$ cat config.mk
export PLATFORM = sky130hd
export DESIGN_NAME = led_pulse_stretch
export DESIGN_NICKNAME = d
export VERILOG_FILES = /design/src/rtl/led_pulse_stretch.sv
export SDC_FILE = /design/constraint.sdc
export NUM_CORES = 1
export LEC_CHECK = 0
export CAP_MARGIN = 30
export CORE_MARGIN = 2
export CORE_UTILIZATION = 60
export CTS_CLUSTER_SIZE = 14
export DETAILED_ROUTE_END_ITERATION = 6
export PLACE_DENSITY_LB_ADDON = 0.3
export SYNTH_ARGS = -nofsm -noshare
export SYNTH_HDL_FRONTEND = slang
export SYNTH_SLANG_ARGS = --single-unit
$ cat constraint.sdc
create_clock -name clock -period 3.5 [get_ports clock]
set_input_delay 0.35 -clock clock [delete_from_list [all_inputs] [get_ports clock]]
set_output_delay 0.35 -clock clock [all_outputs]
set_load 0.01 [all_outputs]
$ cat src/rtl/led_pulse_stretch.sv
`default_nettype none
// ============================================================================
//  Module   : led_pulse_stretch
//  Purpose  : Stretches short event strobes into visible LED blinks, queuing
//             events that arrive mid-blink in a saturating counter.
//  Revision : 1.0  initial release
// ============================================================================
module led_pulse_stretch #(
    parameter int ON_CYCLES  = 32,
    parameter int GAP_CYCLES = 16,
    parameter int CW         = 8,
    parameter int QW         = 3
) (
    input  logic          clock,
    input  logic          reset,
    input  logic          event_in,
    input  logic          clear,
    output logic          led_out,
    output logic          busy,
    output logic [QW-1:0] pending,
    output logic          overflow
);

    localparam logic [1:0]    S_IDLE   = 2'd0;
    localparam logic [1:0]    S_ON     = 2'd1;
    localparam logic [1:0]    S_GAP    = 2'd2;
    localparam logic [CW-1:0] ON_LOAD  = CW'(ON_CYCLES - 1);
    localparam logic [CW-1:0] GAP_LOAD = CW'(GAP_CYCLES - 1);
    localparam logic [QW-1:0] PEND_MAX = '1;

    logic [1:0]    state_q, state_d;
    logic [CW-1:0] cnt_q, cnt_d;
    logic [QW-1:0] pend_q, pend_d;
    logic          ovf_q, ovf_d;
    logic          s1_q, s2_q, prev_q;
    logic          rise;
    logic          enq;

    assign rise = s2_q & ~prev_q;

    always_comb begin
        state_d = state_q;
        cnt_d   = cnt_q;
        pend_d  = pend_q;
        ovf_d   = ovf_q;
        enq     = 1'b0;
        case (state_q)
            S_IDLE: begin
                if (rise) begin
                    state_d = S_ON;
                    cnt_d   = ON_LOAD;
                end
            end
            S_ON: begin
                enq = rise;
                if (cnt_q != '0) begin
                    cnt_d = cnt_q - 1'b1;
                end else begin
                    state_d = S_GAP;
                    cnt_d   = GAP_LOAD;
                end
            end
            S_GAP: begin
                if (cnt_q != '0) begin
                    cnt_d = cnt_q - 1'b1;
                    enq   = rise;
                end else if (pend_q != '0) begin
                    // A rise on the dequeue cycle replaces the dequeued entry
                    state_d = S_ON;
                    cnt_d   = ON_LOAD;
                    if (!rise) begin
                        pend_d = pend_q - 1'b1;
                    end
                end else if (rise && !clear) begin
                    state_d = S_ON;
                    cnt_d   = ON_LOAD;
                end else begin
                    state_d = S_IDLE;
                end
            end
            default: begin
                state_d = S_IDLE;
                cnt_d   = '0;
            end
        endcase

        if (enq) begin
            if (pend_q != PEND_MAX) begin
                pend_d = pend_q + 1'b1;
            end else begin
                ovf_d = 1'b1;
            end
        end

        // Clear wins over every queue update, but leaves the period running
        if (clear) begin
            pend_d = '0;
            ovf_d  = 1'b0;
        end
    end

    always_ff @(posedge clock or negedge reset) begin
        if (!reset) begin
            state_q <= S_IDLE;
            cnt_q   <= '0;
            pend_q  <= '0;
            ovf_q   <= 1'b0;
            s1_q    <= 1'b0;
            s2_q    <= 1'b0;
            prev_q  <= 1'b0;
        end else begin
            state_q <= state_d;
            cnt_q   <= cnt_d;
            pend_q  <= pend_d;
            ovf_q   <= ovf_d;
            s1_q    <= event_in;
            s2_q    <= s1_q;
            prev_q  <= s2_q;
        end
    end

    assign led_out  = (state_q == S_ON);
    assign busy     = (state_q != S_IDLE);
    assign pending  = pend_q;
    assign overflow = ovf_q;

endmodule
`default_nettype wire

==> flow_summary.yaml, run 1 <==
cts:
  postCtsSetupBuffers: 0
  hold_buffers: 0
  htree_levels: 1
  path_clk_slew_ns: 0.10
  cts_root_buf: "clkbuf_4"
  cts_buffers: 3
  clock_sinks: 17
  cts_buffer_depth: 2
  clock_latency_ns: 0.29
  cts_tree: "yes"
  cts_resized: 0
floorplanning:
  rows: 15
  initial_core_util: 0.632
  fp.coreArea_mm2: 0.00171
  die_x_um: 46.4
  die_h_um: 46.4
  io_pins: 10
  die_area_mm2: 0.00215
logic_synthesis:
  postSynthNetCount: 128
  yosys-top-cells-count: "17 x dfrtp_1, 13 x nor2_1, 10 x ha_1"
  ys_ff_latch: 17
  synth-edff-count: 0
  synthDominantCellAreaShare: 0.394
  yosysWarnings: 0
  synth.most_common_cell: "dfrtp_1"
  synthCells: 114
  yosysUniqueCellTypes: 35
  yosys.area.top_type: "dfrtp_1"
  synth-compound-area-share: 0.157
  synth_top_family_by_area: "simple AND/OR/NAND/NOR gates"
  synth_area_leaders: "dfrtp_1 39%, ha_1 12%, nor2_1 4.5%, a21oi_1 3.2%, inv_1 3.1%"
  yosysSeqAreaShare: 0.394
  syn_area_per_cell_um2: 9.46
  synth.area.mux_share: 0.0290
  syn-cell-area_mm2: 0.00108
  synth_xor_area_frac: 0.0325
  synth_simple_gate_area_frac: 0.229
  synthArstFlopShare: 1.00
  synth_flop_cell: "dfrtp_1"
  yosys.area_share.adder: 0.116
global_route:
  grt_first_pass_wirelength_mm: 3.62
  grt-ovfl-total: 0
  grt_max_degree: 18
  antenna_found_initial: 0
  grt_pass1_vias: 811
  track_usage: 0.246
worst_setup_path:
  path_delay_family: "compound AO/OA/AOI/OAI gates"
  cp-end-kind: "register"
  slowest_stage: "o21ai_1"
  slowest_delay_ns: 0.65
  critPathKind: "reg2reg"
  worst_ep_required_time_ns: 3.69
  crit_chain: "inv_1, ha_1, nor3b_1, nand3_1, o21ai_1, nor2_1, a22o_1"
  arrival_ns: 2.52
  crit_path_max_fanout: 11
  crit_buf_inv: 1
  startpoint_type: "register"
routing:
  final_antenna_net_count: 0
  totalWireLength_mm: 2.11
  vias_per_cell: 5.80
  wl_per_cell_um: 14.1
  post-route-drc-count: 0
  drt-initial-drc-count: 25
  firstDrtPassIters: 4
  vias: 870
finish:
  layout-area-overhead-vs-synth_pct: 12.5
  layout-drive-gt1-share: 0.0640
  design_area_mm2: 0.00121
  n_antenna_cell: 0
  fin_util: 0.711
  nets: 140
timing:
  finalHoldViolCount: 0
  whs_ns: 0.368
  min_period_ns: 2.33
  timing.fmax_ghz: 0.429
  tightest_slew_ns: 0.785
  rsz0062_at_grt: "no"
  fin_setup_tns_ns: 0
  slew_headroom: 0.473
  maxSlewViolCount: 0
  setup_viol: 0
  fin_crit_sh: 0.666
  fin_skew_ns: 0.00652
hold_path:
  hold_path_class: "reg2reg"
status:
  status: "finished clean"
power_and_ir_drop:
  leakagePower_nw: 0.562
  ir_drop_uv: 204
  power_density_mw_per_mm2: 275
placement:
  placed_area_mm2: 0.00119
  portBuffers: 9
  gp_congestion: 0.920
  post-dp-hpwl_mm: 1.60
run:
  maxCapViolCount: 0
==> placed cells by master, fill, tap and decap left out, types with 3 or more instances in the layout <==
master           instances
dfrtp_1                 17
nor2_1                  13
ha_1                    10
inv_1                    9
clkdlybuf4s50_1          9
a21oi_1                  7
nand2_1                  7
o21ai_0                  5
o31ai_1                  4
nand3_1                  3
xor2_1                   3
nand2b_1                 3
a22o_1                   3
clkbuf_4                 3
==> path summary, 6_finish.rpt <==
path	start	to	slack (ns)	cells after the start
min in group asynchronous	reset	state_q[0]	0.49	1
worst max-delay path	cnt_q[0]	cnt_q[2]	1.17	7
worst min register to register	s1_q	s2_q	0.37	0
worst min-delay path	s1_q	s2_q	0.37	0
worst max register to register	cnt_q[0]	cnt_q[2]	1.17	7
max in group asynchronous	reset	pending[2]	2.53	1
==> per-layer routing <==
layer	routed length [um]	global-route usage	vias to the layer above
met5	0	0	-
met4	45	0.120	0
met3	82	0.0471	6
met2	1020	0.381	17
met1	965	0.325	423
li1	-	-	424
==> sequential cells by signal (all words and copies together) (netlist names) <==
signal    count
cnt_q         8
pending       3
state_q       2
overflow      1
prev_q        1
s1_q          1
s2_q          1
==> cell families after synthesis <==
| kind of cell | after synthesis |
|---|---|
| simple gates | 43 |
| buf+inv | 11 |
| fa+ha+maj | 10 |
| mux | 3 |
| compound gates | 26 |
| xor+xnor | 4 |
| flops | 17 |
==> metrics by stage <==
stage                     setup WS, ns  cells  power (W)
final                             1.17    150   0.000334
after global routing              1.00    150   0.000349
after CTS                         1.22    150   0.000338
after detailed placement          1.25    146   0.000234
after global placement            1.37    146   0.000232
after floorplan                   1.64    114   0.000220
==> layout make-up <==
type / count / area, um^2
clock buffers: 4 / 26.3
fillers: 120 / 494
well taps: 25 / 31.3
flip-flops and latches: 17 / 425
repair buffers: 9 / 90.1
inverters: 9 / 33.8
multi-input cells: 86 / 607
==> power breakdown <==
group	internal (W)	switching, W
sequential	0.000200	0.00000307
clock	0.0000443	0.0000596
combinational	0.0000124	0.0000145
(Power assumes the default switching activity.)
==> run 2, diff against run 1 <==
--- a/config.mk
+++ b/config.mk
@@ -7,7 +7,7 @@
 export LEC_CHECK = 0
 export CAP_MARGIN = 30
 export CORE_MARGIN = 2
-export CORE_UTILIZATION = 60
+export CORE_UTILIZATION = 50
 export CTS_CLUSTER_SIZE = 14
 export DETAILED_ROUTE_END_ITERATION = 6
 export PLACE_DENSITY_LB_ADDON = 0.3
==> constraint.sdc (replaced) <==
create_clock -name clock -period 1.95 [get_ports clock]
set_input_delay 0.195 -clock clock [delete_from_list [all_inputs] [get_ports clock]]
set_output_delay 0.195 -clock clock [all_outputs]
set_load 0.01 [all_outputs]
==> run 2 against run 1 <==
Sequential power is 79% higher. Via count is 2.8% higher. Total power is 83% higher. Register-to-register slack worse by 1.1 ns. Critical endpoint is now busy. Largest cell class unchanged.
==> flow_summary.yaml, run 2 (synthesis results as in run 1) <==
finish:
  largest_reg_flops: 8
  final_common_cell: "dfrtp_1"
  top_register: "cnt_q"
  multi_input_area_um2: 619
  layout-drive-gt1-share: 0.163
  layout_common_cells: "17 x dfrtp_1, 13 x nor2_1, 10 x ha_1, 10 x buf_4"
  n_antenna_cell: 0
  fillers: 184
  layout-area-overhead-vs-synth_pct: 21.2
  nets: 150
  seq_area_um2: 425
timing:
  setup_viol: 0
  fin_setup_tns_ns: 0
  min_period_ns: 1.87
  tightest_slew_ns: 0.316
  fin_skew_ns: 0.00319
  maxSlewViolCount: 0
  fin_crit_sh: 0.958
  finalHoldViolCount: 0
  slew_headroom: 0.788
  timing.fmax_ghz: 0.535
status:
  status: "finished clean"
worst_setup_path:
  critPathKind: "reg2out"
  slowest_stage: "clkdlybuf4s50_1"
  arrival_ns: 1.67
  startpoint_type: "register"
  crit_path_max_fanout: 6
  cp-end-kind: "primary output"
  slowest_delay_ns: 0.53
  path_delay_family: "buffers and inverters"
  crit_buf_inv: 3
  crit_chain: "inv_1, ha_1, inv_2, clkdlybuf4s50_1"
  worst_ep_required_time_ns: 1.75
routing:
  vias_per_cell: 5.52
  post-route-drc-count: 0
  final_antenna_net_count: 0
  firstDrtPassIters: 4
  totalWireLength_mm: 2.27
  vias: 894
  drt-initial-drc-count: 16
  wl_per_cell_um: 14.0
global_route:
  track_usage: 0.193
  grt-ovfl-total: 0
  grt_max_degree: 18
  grt_first_pass_wirelength_mm: 3.76
  antenna_found_initial: 0
  grt_pass1_vias: 868
cts:
  cts_tree: "yes"
  clock_sinks: 17
  cts_root_buf: "clkbuf_4"
  cts_buffer_depth: 2
  cts_buffers: 3
  htree_levels: 1
  path_clk_slew_ns: 0.11
  clock_latency_ns: 0.29
floorplanning:
  rows: 16
  fp.coreArea_mm2: 0.00200
  io_pins: 10
  die_x_um: 50.4
  initial_core_util: 0.539
  die_h_um: 50.4
  die_area_mm2: 0.00254
power_and_ir_drop:
  ir_drop_uv: 410
  power_density_mw_per_mm2: 468
  p_total_w: 0.000612
  pwr-share-seq: 0.595
  leakagePower_nw: 0.619
  p_sw_w: 0.000152
  p_int_w: 0.000460
  p_clk_frac: 0.318
  swShare: 0.248
  combPwrFrac: 0.087
run:
  maxCapViolCount: 0
placement:
  portBuffers: 9
  post-dp-hpwl_mm: 1.68
  gp_congestion: 0.804
hold_path:
  hold_path_class: "in2async"
-- run 2: path summary, 6_finish.rpt --
path | start | to | slack, ns | cells after the start
max in group asynchronous | reset | pending[2] | 1.54 | 2
max reg2reg | cnt_q[0] | pending[1] | 0.10 | 7
min reg2reg | s1_q | s2_q | 0.36 | 0
min | reset | cnt_q[4] | 0.22 | 2
max | state_q[0] | busy | 0.08 | 4
min in group clock | event_in | s1_q | 0.33 | 1
-- run 2: what timing repair did --
item | 4_1_cts | 5_1_grt
hold buffers | 0 | 0
gates resized for setup | 2 | 3
buffers inserted | 1 | 1
endpoints found under the setup margin | 3 | 4
-- run 2: through the flow --
step                      setup WS (ns)  utilization  std cells  hold WS, ns  cell area, um^2
after detailed placement        -0.0296        0.624        156        0.339             1250
after global routing            -0.0158        0.653        162        0.232             1310
after floorplan                  0.0944            -        114       -0.101             1080
after CTS                        0.0113        0.646        161        0.225             1290
after global placement           0.0530        0.624        156        0.335             1250
final                            0.0818        0.653        162        0.219             1310
-- run 2: power by group through the flow --
| stage | clock, W | combinational [W] | sequential, W |
|---|---|---|---|
| after floorplan | 0 | 0.0000230 | 0.000372 |
| after global placement | 0 | 0.0000514 | 0.000371 |
| after detailed placement | 0 | 0.0000528 | 0.000371 |
| after CTS | 0.000198 | 0.0000541 | 0.000364 |
| after global routing | 0.000218 | 0.0000598 | 0.000365 |
| final | 0.000195 | 0.0000531 | 0.000364 |
-- run 2: per-layer routing --
metal  track usage  share of wire  vias to the layer above
li1              -              -                      440
met1         0.236           0.45                      431
met2         0.344           0.51                       21
met3        0.0417          0.039                        2
met4        0.0495         0.0035                        0
met5             0              0                        -
-- run 2: layout make-up --
| type | count | share of cell area |
|---|---|---|
| clock inverter | 1 | 0.00383 |
| tap | 27 | 0.0258 |
| inverter | 9 | 0.0258 |
| timing repair buffer | 19 | 0.128 |
| clock buffer | 3 | 0.0172 |
| sequential | 17 | 0.325 |
| multi-input combinational | 86 | 0.474 |
==> run 3, diff against run 2 <==
--- a/config.mk
+++ b/config.mk
@@ -11,6 +11,7 @@
 export CTS_CLUSTER_SIZE = 14
 export DETAILED_ROUTE_END_ITERATION = 6
 export PLACE_DENSITY_LB_ADDON = 0.3
+export SKIP_CTS_REPAIR_TIMING = 1
 export SYNTH_ARGS = -nofsm -noshare
 export SYNTH_HDL_FRONTEND = slang
 export SYNTH_SLANG_ARGS = --single-unit
==> run 3 against run 2 <==
Maximum frequency down 0.32%. First-iteration DRC count down 25%. Count of clock-buffer cells in the layout unchanged. Cell count unchanged. Clock power about the same. Register-to-register slack about the same. Setup slack worse by 0.0060 ns.
==> flow_summary.yaml, run 3 (synthesis results as in run 1) <==
cts:
  clock_sinks: 17
  cts_buffers: 3
  clock_latency_ns: 0.29
  cts_root_buf: "clkbuf_4"
  htree_levels: 1
  cts_buffer_depth: 2
  cts_tree: "yes"
  path_clk_slew_ns: 0.11
power_and_ir_drop:
  leakagePower_nw: 0.616
  power_density_mw_per_mm2: 467
  ir_drop_uv: 407
  swShare: 0.247
  pwr-share-seq: 0.596
  combPwrFrac: 0.087
  p_sw_w: 0.000151
  p_int_w: 0.000460
  p_clk_frac: 0.317
worst_setup_path:
  worst_ep_required_time_ns: 1.75
  worstSetupEndpoint: "led_out"
  crit_chain: "buf_4, ha_2, buf_4, clkdlybuf4s50_1"
  cpMostUsedCell: "buf_4"
  slowest_delay_ns: 0.53
  r2r-start: "cnt_q[0]"
  crit_path_max_fanout: 4
  slowest_stage: "clkdlybuf4s50_1"
  cp-startpoint: "state_q[0]"
  reg2reg_to: "pending[1]"
  critPathKind: "reg2out"
  crit_buf_inv: 3
  arrival_ns: 1.68
  rrSetupSlack_ns: 0.10
  path_delay_family: "buffers and inverters"
  worstSetupPathDepth: 4
  worst-r2r-cell-count: 7
  cp-end-kind: "primary output"
  startpoint_type: "register"
placement:
  portBuffers: 9
  dp_slack_ns: -0.0296
  dp_cells: 156
  post-dp-hpwl_mm: 1.68
  gp_congestion: 0.804
timing:
  setup_viol: 0
  setup_ws_ns: 0.0759
  slew_headroom: 0.789
  maxSlewViolCount: 0
  fin_crit_sh: 0.961
  whs_ns: 0.220
  finalHoldViolCount: 0
  fin_skew_ns: 0.00525
  tightest_slew_ns: 0.315
  min_period_ns: 1.87
  timing.fmax_ghz: 0.534
routing:
  firstDrtPassIters: 4
  drt-initial-drc-count: 12
  vias_per_cell: 5.43
  totalWireLength_mm: 2.24
  wl_per_cell_um: 13.8
  post-route-drc-count: 0
  vias: 880
  final_antenna_net_count: 0
finish:
  top_register: "cnt_q"
  nets: 150
  fillers: 185
  n_antenna_cell: 0
  layout-drive-gt1-share: 0.178
  final_common_cell: "dfrtp_1"
  layout_common_cells: "17 x dfrtp_1, 13 x nor2_1, 10 x buf_4"
  fin_cells: 162
  largest_reg_flops: 8
  layout-area-overhead-vs-synth_pct: 21.5
global_route:
  antenna_found_initial: 0
  grt-ovfl-total: 0
  track_usage: 0.191
  grt_max_degree: 18
  grt_pass1_vias: 863
  grt_first_pass_wirelength_mm: 3.72
status:
  status: "finished clean"
floorplanning:
  initial_core_util: 0.539
  die_x_um: 50.4
  fp.coreArea_mm2: 0.00200
  die_area_mm2: 0.00254
  io_pins: 10
  rows: 16
  die_h_um: 50.4
hold_path:
  hold_path_class: "in2async"
run:
  maxCapViolCount: 0
## run 3: worst min path at each step
stage	end	cells after the start
after CTS	cnt_q[2]	2
after floorplan	cnt_q[0]	0
after detailed placement	s2_q	0
after global placement	s2_q	0
after global routing	cnt_q[4]	2
final	overflow	2
## run 3: power groups by stage
stage / Sequential [W] / Clock, W / Combinational (W)
after global placement: 0.000371 / 0 / 0.0000514
final: 0.000364 / 0.000194 / 0.0000532
after detailed placement: 0.000371 / 0 / 0.0000528
after floorplan: 0.000372 / 0 / 0.0000230
after global routing: 0.000365 / 0.000218 / 0.0000598
after CTS: 0.000364 / 0.000198 / 0.0000531
## run 3: layout make-up
cell class,instances,area [um^2],area share
clock buffer,3,22.5,0.0172
multi-input combinational,86,624,0.477
timing repair buffer,19,165,0.126
clock inverter,1,5.00,0.00382
tap,27,33.8,0.0258
inverter,9,33.8,0.0258
sequential,17,425,0.325
## run 3: per-stage QoR
step / power [W] / utilization / cell area (um^2) / setup TNS (ns)
finish: 0.000611 / 0.654 / 1310 / 0
global route: 0.000643 / 0.654 / 1310 / -0.00386
CTS: 0.000615 / 0.638 / 1280 / -0.124
detailed placement: 0.000424 / 0.624 / 1250 / -0.0392
global placement: 0.000422 / 0.624 / 1250 / 0
floorplan: 0.000395 / - / 1080 / 0
## run 3: layer usage
layer | GRT usage | vias to the layer above | share of wire
met4 | 0.0495 | 0 | 0.012
li1 | - | 440 | -
met3 | 0.0417 | 4 | 0.029
met5 | 0 | - | 0
met2 | 0.340 | 17 | 0.51
met1 | 0.234 | 419 | 0.45
